`src/rtl/alu_sequencer.sv`:
```
// ============================================================================
// alu_sequencer: fetch/execute sequencer that drives the ALU decoder and memory
// Revision: 1.0
// ============================================================================
`default_nettype none

module alu_sequencer (
  input  logic        clk_i,
  input  logic        resetn_i,
  input  logic        run_i,
  input  logic [15:0] mem_rdata_i,
  input  logic        mem_ack_i,
  input  logic        alu_cout_i,
  input  logic [15:0] rn_val_i,
  input  logic [15:0] addr_val_i,
  output logic        mem_req_o,
  output logic        mem_we_o,
  output logic [15:0] mem_addr_o,
  output logic [15:0] instr_o,
  output logic        carry_o,
  output logic        reg_we_o,
  output logic [15:0] pc_o,
  output logic [2:0]  state_o,
  output logic        halted_o
);

  typedef enum logic [2:0] {
    S_IDLE  = 3'd0,
    S_FETCH = 3'd1,
    S_EXEC  = 3'd2,
    S_EXEC2 = 3'd3,
    S_MEM   = 3'd4,
    S_WB    = 3'd5,
    S_HALT  = 3'd6
  } state_t;

  typedef enum logic [2:0] {
    C_NOP   = 3'd0,
    C_ALU   = 3'd1,
    C_MUL   = 3'd2,
    C_MEMRD = 3'd3,
    C_MEMWR = 3'd4,
    C_STK   = 3'd5,
    C_JMP   = 3'd6,
    C_HALT  = 3'd7
  } class_t;

  state_t      state_q, state_d;
  logic [15:0] pc_q, pc_d;
  logic [15:0] instr_q, instr_d;
  logic        carry_q, carry_d;
  logic [15:0] addr_q, addr_d;
  class_t      cls;
  state_t      done_state;

  always_comb begin
    cls = C_NOP;
    case (instr_q[15:11]) inside
      5'b00001, 5'b0001?, 5'b00100, 5'b00101, 5'b0011?,
      5'b01000, 5'b01010, 5'b01011, 5'b01100: cls = C_ALU;
      5'b01001: cls = C_MUL;
      5'b01110: cls = C_MEMRD;
      5'b01111: cls = C_MEMWR;
      5'b01101: cls = C_STK;
      5'b11100: cls = C_JMP;
      5'b11111: cls = C_HALT;
      default:  cls = C_NOP;
    endcase
  end

  // RUN is only consulted here and in IDLE
  assign done_state = run_i ? S_FETCH : S_IDLE;

  always_comb begin
    state_d    = state_q;
    pc_d       = pc_q;
    instr_d    = instr_q;
    carry_d    = carry_q;
    addr_d     = addr_q;
    mem_req_o  = 1'b0;
    mem_we_o   = 1'b0;
    mem_addr_o = 16'h0000;
    reg_we_o   = 1'b0;
    case (state_q)
      S_IDLE: begin
        if (run_i) state_d = S_FETCH;
      end
      S_FETCH: begin
        mem_req_o  = 1'b1;
        mem_addr_o = pc_q;
        if (mem_ack_i) begin
          instr_d = mem_rdata_i;
          pc_d    = pc_q + 16'd1;
          state_d = S_EXEC;
        end
      end
      S_EXEC: begin
        case (cls)
          C_ALU: begin
            reg_we_o = 1'b1;
            carry_d  = alu_cout_i;
            state_d  = done_state;
          end
          C_MUL: state_d = S_EXEC2;
          C_MEMRD, C_MEMWR, C_STK: begin
            addr_d  = addr_val_i;
            state_d = S_MEM;
          end
          C_JMP: begin
            pc_d    = rn_val_i;
            state_d = done_state;
          end
          C_HALT:  state_d = S_HALT;
          default: state_d = done_state;
        endcase
      end
      S_EXEC2: begin
        reg_we_o = 1'b1;
        carry_d  = alu_cout_i;
        state_d  = done_state;
      end
      S_MEM: begin
        mem_req_o  = 1'b1;
        mem_addr_o = addr_q;
        // stack ops write on push (bit 6 set), read on pop
        mem_we_o   = (cls == C_MEMWR) || ((cls == C_STK) && instr_q[6]);
        if (mem_ack_i) state_d = (cls == C_MEMWR) ? done_state : S_WB;
      end
      S_WB: begin
        reg_we_o = 1'b1;
        state_d  = done_state;
      end
      S_HALT:  state_d = S_HALT;
      default: state_d = S_IDLE;
    endcase
  end

  always_ff @(posedge clk_i) begin
    if (!resetn_i) begin
      state_q <= S_IDLE;
      pc_q    <= 16'h0000;
      instr_q <= 16'h0000;
      carry_q <= 1'b0;
      addr_q  <= 16'h0000;
    end else begin
      state_q <= state_d;
      pc_q    <= pc_d;
      instr_q <= instr_d;
      carry_q <= carry_d;
      addr_q  <= addr_d;
    end
  end

  assign instr_o  = instr_q;
  assign carry_o  = carry_q;
  assign pc_o     = pc_q;
  assign state_o  = state_q;
  assign halted_o = (state_q == S_HALT);

endmodule

`default_nettype wire

```
`config.mk`:
```
export PLATFORM = sky130hd
export DESIGN_NAME = alu_sequencer
export DESIGN_NICKNAME = d
export VERILOG_FILES = /design/src/rtl/alu_sequencer.sv
export SDC_FILE = /design/constraint.sdc
export NUM_CORES = 1
export LEC_CHECK = 0
export ABC_CLOCK_PERIOD_IN_PS = 3200
export BUFFER_PORTS_ARGS = -buffer_cell sky130_fd_sc_hd__buf_2
export CAP_MARGIN = 20
export CORE_MARGIN = 2
export CORE_UTILIZATION = 53
export DETAILED_ROUTE_END_ITERATION = 16
export PLACE_DENSITY_LB_ADDON = 0.12
export SYNTH_ARGS = -nofsm -noshare
export SYNTH_HDL_FRONTEND = slang
export SYNTH_SLANG_ARGS = --single-unit
```
`constraint.sdc`:
```
create_clock -name clk_i -period 3.2 [get_ports clk_i]
set_clock_uncertainty 0.2 [all_clocks]
set_input_delay 0.64 -clock clk_i [delete_from_list [all_inputs] [get_ports clk_i]]
set_output_delay 0.64 -clock clk_i [all_outputs]
set_load 0.01 [all_outputs]
```
==> results of run 1 <==
-- worst reg2reg max path: stages, from the launching register on --
cell and delay (ns):
dfxtp_1 0.61, or3b_1 0.62, or3_1 0.67, nand2_1 0.16, a21oi_1 0.08
-- power by group --
group          internal, mW  total [mW]  leakage, nW  switching, mW
clock                 0.237       0.462       0.0558          0.225
combinational        0.0827       0.189        0.991          0.106
sequential            0.663       0.692        0.420         0.0291
-- layer usage --
metal | track usage | vias up
met5 | 0 | -
met4 | 0.0875 | 0
met3 | 0.0512 | 6
met2 | 0.453 | 143
met1 | 0.318 | 1414
li1 | - | 1513
-- sequential cells by signal, indices dropped and copies added, names as in the netlist --
signal and flops:
addr_q 16, instr_o 16, pc_o 16, carry_o 1, state_o 3
-- cell families (layout without fill, tap and decap cells) --
logic type,after synthesis,after routing,synth area share
adders and majority gates,1,1,0.00438
xor gates and xnor gates,1,1,0.00306
DFF,52,52,0.364
and+or+nand+nor,154,154,0.281
buffers and inverters,38,132,0.0591
muxes,2,2,0.00744
AOI/OAI and AO/OA,119,119,0.281
-- worst max-delay path by stage --
| stage | cells after the start | slack, ns | end | start |
|---|---|---|---|---|
| 2_1_floorplan | 5 | 0.61 | reg_we_o | instr_o[12] |
| 4_1_cts | 5 | 0.23 | reg_we_o | instr_o[12] |
| 3_5_place_dp | 5 | 0.58 | reg_we_o | instr_o[12] |
| 3_3_place_gp | 5 | 0.63 | reg_we_o | instr_o[12] |
| 5_1_grt | 5 | 0.12 | reg_we_o | instr_o[12] |
| 6_report | 5 | 0.23 | reg_we_o | instr_o[12] |
-- synth_stat cells (3+ instances only) --
cell type and count:
nand2_1 85, dfxtp_1 52, a21oi_1 44, a22o_1 17
clkbuf_1 15, buf_2 12, o21ai_0 11, inv_1 8
nor2_1 8, nor3_1 8, and2_1 7, nand3_1 7
o21ai_1 6, or3_1 6, a211oi_1 4, a311oi_1 4
nor4_1 4, a31oi_1 3, nand2b_1 3, nand4_1 3
o22ai_1 3, o31a_1 3, or4_1 3
-- final cells by class --
cell class	instances	area (µm²)	share of cell area
tap	70	87.6	0.0249
clock inverter	2	38.8	0.0110
timing repair buffer	115	593	0.169
clock buffer	6	72.6	0.0206
sequential	52	1040	0.296
inverter	9	33.8	0.00961
multi-input combinational	277	1650	0.469
-- per-stage QoR --
step | worst slack [ns] | utilization | instance area [µm²]
floorplan | 0.614 | - | 2860
global placement | 0.634 | 0.658 | 3400
detailed placement | 0.578 | 0.658 | 3400
CTS | 0.231 | 0.680 | 3520
global route | 0.116 | 0.680 | 3520
finish | 0.230 | 0.680 | 3520
==> impl_metrics.env, run 1 <==
export IMPL_status="finished clean"
export IMPL_dp_hpwl_mm=5.73
export IMPL_yosys_warnings=0
export IMPL_crit_type="reg2out"
export IMPL_syn_area_per_cell_um2=7.79
export IMPL_postCtsSetupBuffers=0
export IMPL_hold_violations=0
export IMPL_drtIter0Drc=246
export IMPL_cp_max_fo=13
export IMPL_reg2reg_slack_ns=0.75
export IMPL_std_cell_rows=26
export IMPL_worstRegToRegCells=4
export IMPL_design_core_area_mm2=0.00517
export IMPL_fin_crit_sh=0.928
export IMPL_dr_max_layer_used="met4"
export IMPL_antenna_left=0
export IMPL_final_nets=514
export IMPL_grt_pass1_vias=2757
export IMPL_diodes=0
export IMPL_placed_cells=523
export IMPL_finalSetupViolCount=0
export IMPL_fin_cells=531
export IMPL_crit_chain="mux2_2, a41o_1, a211oi_1, a31o_2, buf_2"
export IMPL_hold_ws_ns=0.257
export IMPL_cts_resized=0
export IMPL_cts_path_max_buffers=2
export IMPL_whs_path_depth=2
export IMPL_cp_slowest_stage_delay_ns=0.58
export IMPL_cpMaxStageDelayCell="dfxtp_1"
export IMPL_p_per_area_mw_per_mm2=382
export IMPL_htreeDepth=2
export IMPL_p_total_mw=1.34
export IMPL_worstHoldEndpoint="instr_o[5]"
export IMPL_hold_start="instr_o[5]"
export IMPL_leakage_nw=1.47
export IMPL_numCtsBuffers=5
export IMPL_ir_worst_vdd_v=0.000199
export IMPL_dr_pass1_iters=5
export IMPL_syn_num_nets=421
export IMPL_maxCapViolations=0
export IMPL_start_kind="flip-flop"
export IMPL_n_fill_cell=467
export IMPL_gp_congestion=0.856
export IMPL_relSlewSlack=0.599
export IMPL_wl_per_cell_um=15.2
export IMPL_portBuffers=108
export IMPL_die_area_mm2=0.00600
export IMPL_worstPathBufferInverterCount=1
export IMPL_io_pins=109
export IMPL_clkSinkCount=52
export IMPL_worst_skew_pair_late_latency_ns=0.31
export IMPL_synth_edf_count=0
export IMPL_fmax_ghz=0.337
export IMPL_crit_arrival_ns=2.13
export IMPL_grt_setup_unrepaired="no"
export IMPL_hold_class="reg2reg"
export IMPL_overflow=0
export IMPL_async_flop_share=0
export IMPL_syn_instance_count=367
export IMPL_yosys_top_cells_area="dfxtp_1, nand2_1, a21oi_1"
export IMPL_dr_wl_met3_um=539
export IMPL_ys_ff_latch=52
export IMPL_wl_met1_mm=3.40
export IMPL_drive_gt1_frac=0.304
export IMPL_post_route_drc_count=0
export IMPL_period_minus_slack_ns=2.97
export IMPL_vias=3076
export IMPL_cts_tree="built"
export IMPL_worst_slew_pin_slew_ns=0.601
export IMPL_antenna_found_initial=0
export IMPL_synth_top_flop_cell="dfxtp_1"
export IMPL_grt_use_total=0.259
export IMPL_die_w_um=77.4
export IMPL_ctsHoldBuffers=0
export IMPL_syn_area_mm2=0.00286
export IMPL_wirelength_mm=8.09
export IMPL_end_kind="output pin"
export IMPL_mostFrequentLayoutCells="buf_2, nand2_1, dfxtp_1, a21oi_1, a22o_1"
export IMPL_reg2reg_to="addr_q[14]"
export IMPL_wl_met2_mm=4.09
export IMPL_synth_cell_types=63
export IMPL_layout_commonest_cell="buf_2"
export IMPL_grt_pass1_wl_mm=12.8
export IMPL_cp_required_ns=2.36
export IMPL_grt_max_degree=29
export IMPL_yosys_area_top_type_share=0.364
export IMPL_cp_top_family="compound AO/OA/AOI/OAI gates"
export IMPL_drv_slew=0
export IMPL_synth_top_area_cell="dfxtp_1"
export IMPL_setup_tns_ns=0
export IMPL_initial_core_util=0.553
export IMPL_cts_root_buffer="clkbuf_8"
export IMPL_area_growth_pct=23.0
export IMPL_r2r_start="state_o[1]"
export IMPL_seq_area_frac_synth=0.364
export IMPL_path_clk_slew_ns=0.10
export IMPL_via_per_inst=5.79
export IMPL_die_y_um=77.4
(Power assumes the default switching activity.)
==> run 2: changes to the inputs <==
--- a/config.mk
+++ b/config.mk
@@ -5,6 +5,7 @@
 export SDC_FILE = /design/constraint.sdc
 export NUM_CORES = 1
 export LEC_CHECK = 0
+export ABC_AREA = 1
 export ABC_CLOCK_PERIOD_IN_PS = 3200
 export BUFFER_PORTS_ARGS = -buffer_cell sky130_fd_sc_hd__buf_2
 export CAP_MARGIN = 20
==> run 2 against run 1 <==
Effect of this change:
- sequential cell count stayed put
- largest power group unchanged
- global-route usage increased by 1.3 points
- core utilization is 0.52 points lower
- critical path depth grew 1
- wire length is 2.1% lower
- synthesized area decreased by 0.61%
- clock power grew 4.5%
- critical endpoint is now mem_addr_o[3]
- sequential power up 4.8%
- first-iteration DRC count down 23%
==> impl_metrics.env, run 2 <==
export IMPL_status="finished clean"
export IMPL_regArea_mm2=0.00104
export IMPL_crit_type="reg2out"
export IMPL_ir_worst_vdd_v=0.000278
export IMPL_yosys_warnings=0
export IMPL_antenna_left=0
export IMPL_diodes=0
export IMPL_overflow=0
export IMPL_std_cell_rows=26
export IMPL_critPathMostFrequentCell="nand2_1"
export IMPL_synth_adder_area_share=0.00440
export IMPL_leakage_nw=1.60
export IMPL_relSlewSlack=0.631
export IMPL_synth_xor_area_frac=0.00616
export IMPL_end_kind="output pin"
export IMPL_fin_util=0.675
export IMPL_maxCapViolations=0
export IMPL_muxShareOfSynthArea=0
export IMPL_ys_ff_latch=52
export IMPL_p_total_mw=1.51
export IMPL_post_route_drc_count=0
export IMPL_numCtsBuffers=5
export IMPL_area_growth_pct=22.0
export IMPL_fin_cells=597
export IMPL_cts_resized=0
export IMPL_design_core_area_mm2=0.00514
export IMPL_gp_congestion=0.948
export IMPL_mostFrequentLayoutCells="buf_2, nand2_1, nor2_1, o21ai_0, dfxtp_1"
export IMPL_die_y_um=77.2
export IMPL_p_clk_frac=0.320
export IMPL_via_per_inst=5.27
export IMPL_yosys_top_cells_area="dfxtp_1, nand2_1, nor2_1"
export IMPL_fin_crit_sh=0.889
export IMPL_syn_area_mm2=0.00284
export IMPL_n_fill_cell=508
export IMPL_internal_power_mw=1.04
export IMPL_path_clk_slew_ns=0.10
export IMPL_p_per_area_mw_per_mm2=436
export IMPL_dr_pass1_iters=4
export IMPL_die_w_um=77.2
export IMPL_syn_area_per_cell_um2=6.67
export IMPL_synth_top_flop_cell="dfxtp_1"
export IMPL_die_area_mm2=0.00596
export IMPL_cp_max_fo=18
export IMPL_portBuffers=108
export IMPL_clkSinkCount=52
export IMPL_cpMaxStageDelayCell="dfxtp_1"
export IMPL_ctsHoldBuffers=0
export IMPL_yosys_area_share_simple=0.320
export IMPL_layout_commonest_cell="buf_2"
export IMPL_initial_core_util=0.553
export IMPL_yosysMostFrequentCell="nand2_1"
export IMPL_antenna_found_initial=0
export IMPL_swShare=0.313
export IMPL_grt_setup_unrepaired="no"
export IMPL_setup_tns_ns=0
export IMPL_synth_edf_count=0
export IMPL_crit_chain="nor2_1, nand2_1, clkinv_1, nand2_1, o21ai_0, buf_2"
export IMPL_grt_pass1_vias=2861
export IMPL_syn_instance_count=426
export IMPL_syn_num_nets=480
export IMPL_period_minus_slack_ns=2.85
export IMPL_synth_common_cells="nand2_1, nor2_1, o21ai_0, dfxtp_1, inv_1"
export IMPL_start_kind="flip-flop"
export IMPL_reg2reg_slack_ns=1.00
export IMPL_dp_hpwl_mm=5.76
export IMPL_dpl_cell_area_mm2=0.00335
export IMPL_hold_class="reg2reg"
export IMPL_cts_root_buffer="clkbuf_8"
export IMPL_cp_required_ns=2.36
export IMPL_vias=3145
export IMPL_seqPwrFrac=0.480
export IMPL_multi_input_area_mm2=0.00153
export IMPL_cts_path_max_buffers=2
export IMPL_netSwitchingPower_uw=473
export IMPL_drv_slew=0
export IMPL_io_pins=109
export IMPL_finalSetupViolCount=0
export IMPL_synth_cell_types=38
export IMPL_pwr_share_comb=0.200
export IMPL_cts_tree="built"
export IMPL_grt_pass1_wl_mm=13.3
export IMPL_crit_arrival_ns=2.01
export IMPL_synth_top_area_cell="dfxtp_1"
export IMPL_worst_slew_pin_slew_ns=0.550
export IMPL_synth_top_family_by_area="simple AND/OR/NAND/NOR gates"
export IMPL_async_flop_share=0
export IMPL_fmax_ghz=0.351
export IMPL_seq_area_frac_synth=0.366
export IMPL_postCtsSetupBuffers=0
export IMPL_drtIter0Drc=189
export IMPL_htreeDepth=2
export IMPL_cp_slowest_stage_delay_ns=0.48
export IMPL_yosys_area_top_type_share=0.366
export IMPL_wirelength_mm=7.91
export IMPL_drive_gt1_frac=0.262
export IMPL_worst_skew_pair_late_latency_ns=0.31
export IMPL_placed_cells=589
export IMPL_final_nets=580
export IMPL_wl_per_cell_um=13.3
export IMPL_hold_violations=0
export IMPL_grt_use_total=0.272
export IMPL_synth_compound_area_frac=0.206
export IMPL_fin_area_mm2=0.00347
export IMPL_grt_max_degree=43
## run 2: cell types whose count changed in the layout (fill, tap and decap cells not counted), sizes merged, moves of 15 or more
cell / change
inv: +28
a21oi: -18
nor2: +76
o21ai: +46
nand3: +15
a22o: -17
## run 2: layout make-up
class / instances / share of cell area
flip-flops and latches: 52 / 0.300
well taps: 70 / 0.0253
repair buffers: 110 / 0.160
clock buffers: 5 / 0.0198
clock inverters: 3 / 0.0144
inverters: 37 / 0.0401
multi-input cells: 320 / 0.440
## run 2: cells by family (layout without fill, tap and decap cells)
family,Yosys count,count (layout)
adders and majority gates,1,1
buffers and inverters,54,155
xor gates and xnor gates,2,2
DFF,52,52
AOI/OAI and AO/OA,103,103
and+or+nand+nor,214,214
## run 2: worst paths after layout
path	cells after the start	to	start
min reg2reg	2	instr_o[8]	instr_o[8]
max	6	mem_addr_o[3]	state_o[1]
min	2	instr_o[8]	instr_o[8]
max reg2reg	7	addr_q[14]	state_o[1]
## run 2: power groups by stage
stage          clock network (mW)  logic (mW)  registers, mW
2_1_floorplan                   0       0.184          0.751
3_3_place_gp                    0       0.296          0.737
3_5_place_dp                    0       0.301          0.738
4_1_cts                     0.491       0.302          0.724
5_1_grt                     0.513       0.344          0.731
6_report                    0.483       0.303          0.725
## run 2: through the flow
| step | setup slack [ns] | hold slack (ns) |
|---|---|---|
| 2_1_floorplan | 1.07 | 0.275 |
| 3_3_place_gp | 0.847 | 0.258 |
| 3_5_place_dp | 0.746 | 0.267 |
| 4_1_cts | 0.394 | 0.292 |
| 5_1_grt | 0.214 | 0.319 |
| 6_report | 0.355 | 0.286 |
## run 2: layer usage
metal  vias up  GRT usage  wire, µm
li1       1599          -         -
met1      1416      0.376      3590
met2       126      0.443      3580
met3         4     0.0494       688
met4         0     0.0607        48
met5         -          0         0
## run 2: critical path, delay by kind of cell (launching register included)
| kind | cells | cell delay, ns |
|---|---|---|
| compound gates | 1 | 0.11 |
| buf+inv | 2 | 0.65 |
| flops | 1 | 0.48 |
| simple gates | 3 | 0.47 |
==> run 3: changes to the inputs <==
--- a/config.mk
+++ b/config.mk
@@ -5,12 +5,11 @@
 export SDC_FILE = /design/constraint.sdc
 export NUM_CORES = 1
 export LEC_CHECK = 0
-export ABC_AREA = 1
 export ABC_CLOCK_PERIOD_IN_PS = 3200
 export BUFFER_PORTS_ARGS = -buffer_cell sky130_fd_sc_hd__buf_2
 export CAP_MARGIN = 20
 export CORE_MARGIN = 2
-export CORE_UTILIZATION = 53
+export CORE_UTILIZATION = 45
 export DETAILED_ROUTE_END_ITERATION = 16
 export PLACE_DENSITY_LB_ADDON = 0.12
 export SYNTH_ARGS = -nofsm -noshare
==> run 3 against run 2 <==
Effect of this change:
- sequential cell count is the same
- core utilization shrank 11 points
- register-to-register slack lost 0.24 ns
- global-route usage shrank 3.9 points
- combinational power shrank 36%
- worst hold slack lost 0.031 ns
- sequential power shrank 5.0%
- count of clock-buffer cells in the layout grew 1
- critical path depth shrank 1
- final cell count shrank 9.7%
- sequential share of layout area shrank 0.55 points
- wire length grew 4.8%
- highest routed layer unchanged
==> impl_metrics.env, run 3 (synthesis results as in run 1) <==
export IMPL_clkSinkCount=52
export IMPL_grt_use_total=0.234
export IMPL_overflow=0
export IMPL_portBuffers=108
export IMPL_fmax_ghz=0.336
export IMPL_ir_worst_vdd_v=0.000233
export IMPL_fin_crit_sh=0.930
export IMPL_diodes=0
export IMPL_ctsHoldBuffers=0
export IMPL_htreeDepth=2
export IMPL_path_clk_slew_ns=0.10
export IMPL_setup_tns_ns=0
export IMPL_p_total_mw=1.35
export IMPL_drv_slew=0
export IMPL_regArea_mm2=0.00104
export IMPL_status="finished clean"
export IMPL_worst_skew_pair_late_latency_ns=0.32
export IMPL_cts_path_max_buffers=2
export IMPL_hold_class="reg2reg"
export IMPL_period_minus_slack_ns=2.97
export IMPL_hold_violations=0
export IMPL_area_growth_pct=23.5
export IMPL_post_route_drc_count=0
export IMPL_die_area_mm2=0.00701
export IMPL_leakage_nw=1.47
export IMPL_vias=3037
export IMPL_start_kind="flip-flop"
export IMPL_finalSetupViolCount=0
export IMPL_antenna_left=0
export IMPL_final_nets=515
export IMPL_layout_commonest_cell="buf_2"
export IMPL_mostFrequentLayoutCells="buf_2, nand2_1, dfxtp_1, a21oi_1, a22o_1"
export IMPL_drtIter0Drc=217
export IMPL_worst_slew_pin_slew_ns=0.729
export IMPL_crit_type="reg2out"
export IMPL_postCtsSetupBuffers=0
export IMPL_cts_root_buffer="clkbuf_8"
export IMPL_wirelength_mm=8.29
export IMPL_cts_resized=0
export IMPL_dr_pass1_iters=4
export IMPL_reg2reg_slack_ns=0.76
export IMPL_wl_per_cell_um=15.4
export IMPL_crit_arrival_ns=2.13
export IMPL_numCtsBuffers=5
export IMPL_n_fill_cell=645
export IMPL_gp_congestion=0.819
export IMPL_antenna_found_initial=0
export IMPL_maxCapViolations=0
export IMPL_std_cell_rows=29
export IMPL_initial_core_util=0.458
export IMPL_cts_tree="built"
export IMPL_grt_setup_unrepaired="no"
export IMPL_die_w_um=83.7
export IMPL_grt_max_degree=33
export IMPL_p_per_area_mw_per_mm2=383
export IMPL_cp_required_ns=2.36
export IMPL_die_y_um=83.7
export IMPL_end_kind="output pin"
export IMPL_relSlewSlack=0.513
export IMPL_via_per_inst=5.63
export IMPL_io_pins=109
export IMPL_cp_max_fo=13
export IMPL_grt_pass1_wl_mm=13.4
export IMPL_grt_pass1_vias=2766
export IMPL_drive_gt1_frac=0.305
export IMPL_multi_input_area_mm2=0.00165
export IMPL_dp_hpwl_mm=5.84
export IMPL_design_core_area_mm2=0.00624
## run 3: changes by cell type in the layout (fill, tap and decap cells not counted), sizes merged, moves of 9 or more
| cell | previous run | this run |
|---|---|---|
| nand2 | 94 | 85 |
| a21oi | 26 | 44 |
| o21ai | 63 | 17 |
| nand3 | 22 | 7 |
| a22o | 0 | 17 |
| nor2 | 84 | 8 |
| inv | 37 | 9 |
## run 3: worst paths after layout
path,start,end,cells after the start
setup / recovery,instr_o[12],reg_we_o,5
hold / removal,instr_o[1],instr_o[1],2
setup reg to reg,state_o[1],addr_q[3],4
hold reg to reg,instr_o[1],instr_o[1],2
## run 3: layout make-up
type                            instances  share of cell area
Sequential cell                        52               0.295
Inverter                                9             0.00956
Timing Repair Buffer                  116               0.170
Clock inverter                          2              0.0110
Multi-Input combinational cell        277               0.467
Clock buffer                            6              0.0205
Tap cell                               77              0.0273
## run 3: stage by stage
stage               hold WS (ns)  setup WS, ns  instances  cell area (µm²)   util
global placement           0.240         0.609        531             3420  0.548
finish                     0.256         0.225        539             3530  0.566
CTS                        0.259         0.210        539             3530  0.566
global route               0.280         0.130        539             3530  0.566
detailed placement         0.245         0.566        531             3420  0.548
floorplan                  0.235         0.614        367             2860      -
## run 3: report_power, final
part	leakage (nW)	total [mW]	internal [mW]	switching [mW]
Clock	0.0558	0.471	0.237	0.234
Combinational	0.996	0.195	0.0851	0.110
Sequential	0.420	0.689	0.663	0.0259
## run 3: per-layer routing
metal  track usage  share of wire
met4        0.0792          0.019
met1         0.302           0.45
met3        0.0425          0.058
met2         0.393           0.47
met5             0              0
## run 3: critical path, stage by stage (launching register included)
cell      delay, ns
dfxtp_1        0.59
mux2_2         0.38
a41o_1         0.23
a211oi_1       0.36
a31o_2         0.16
buf_2          0.12
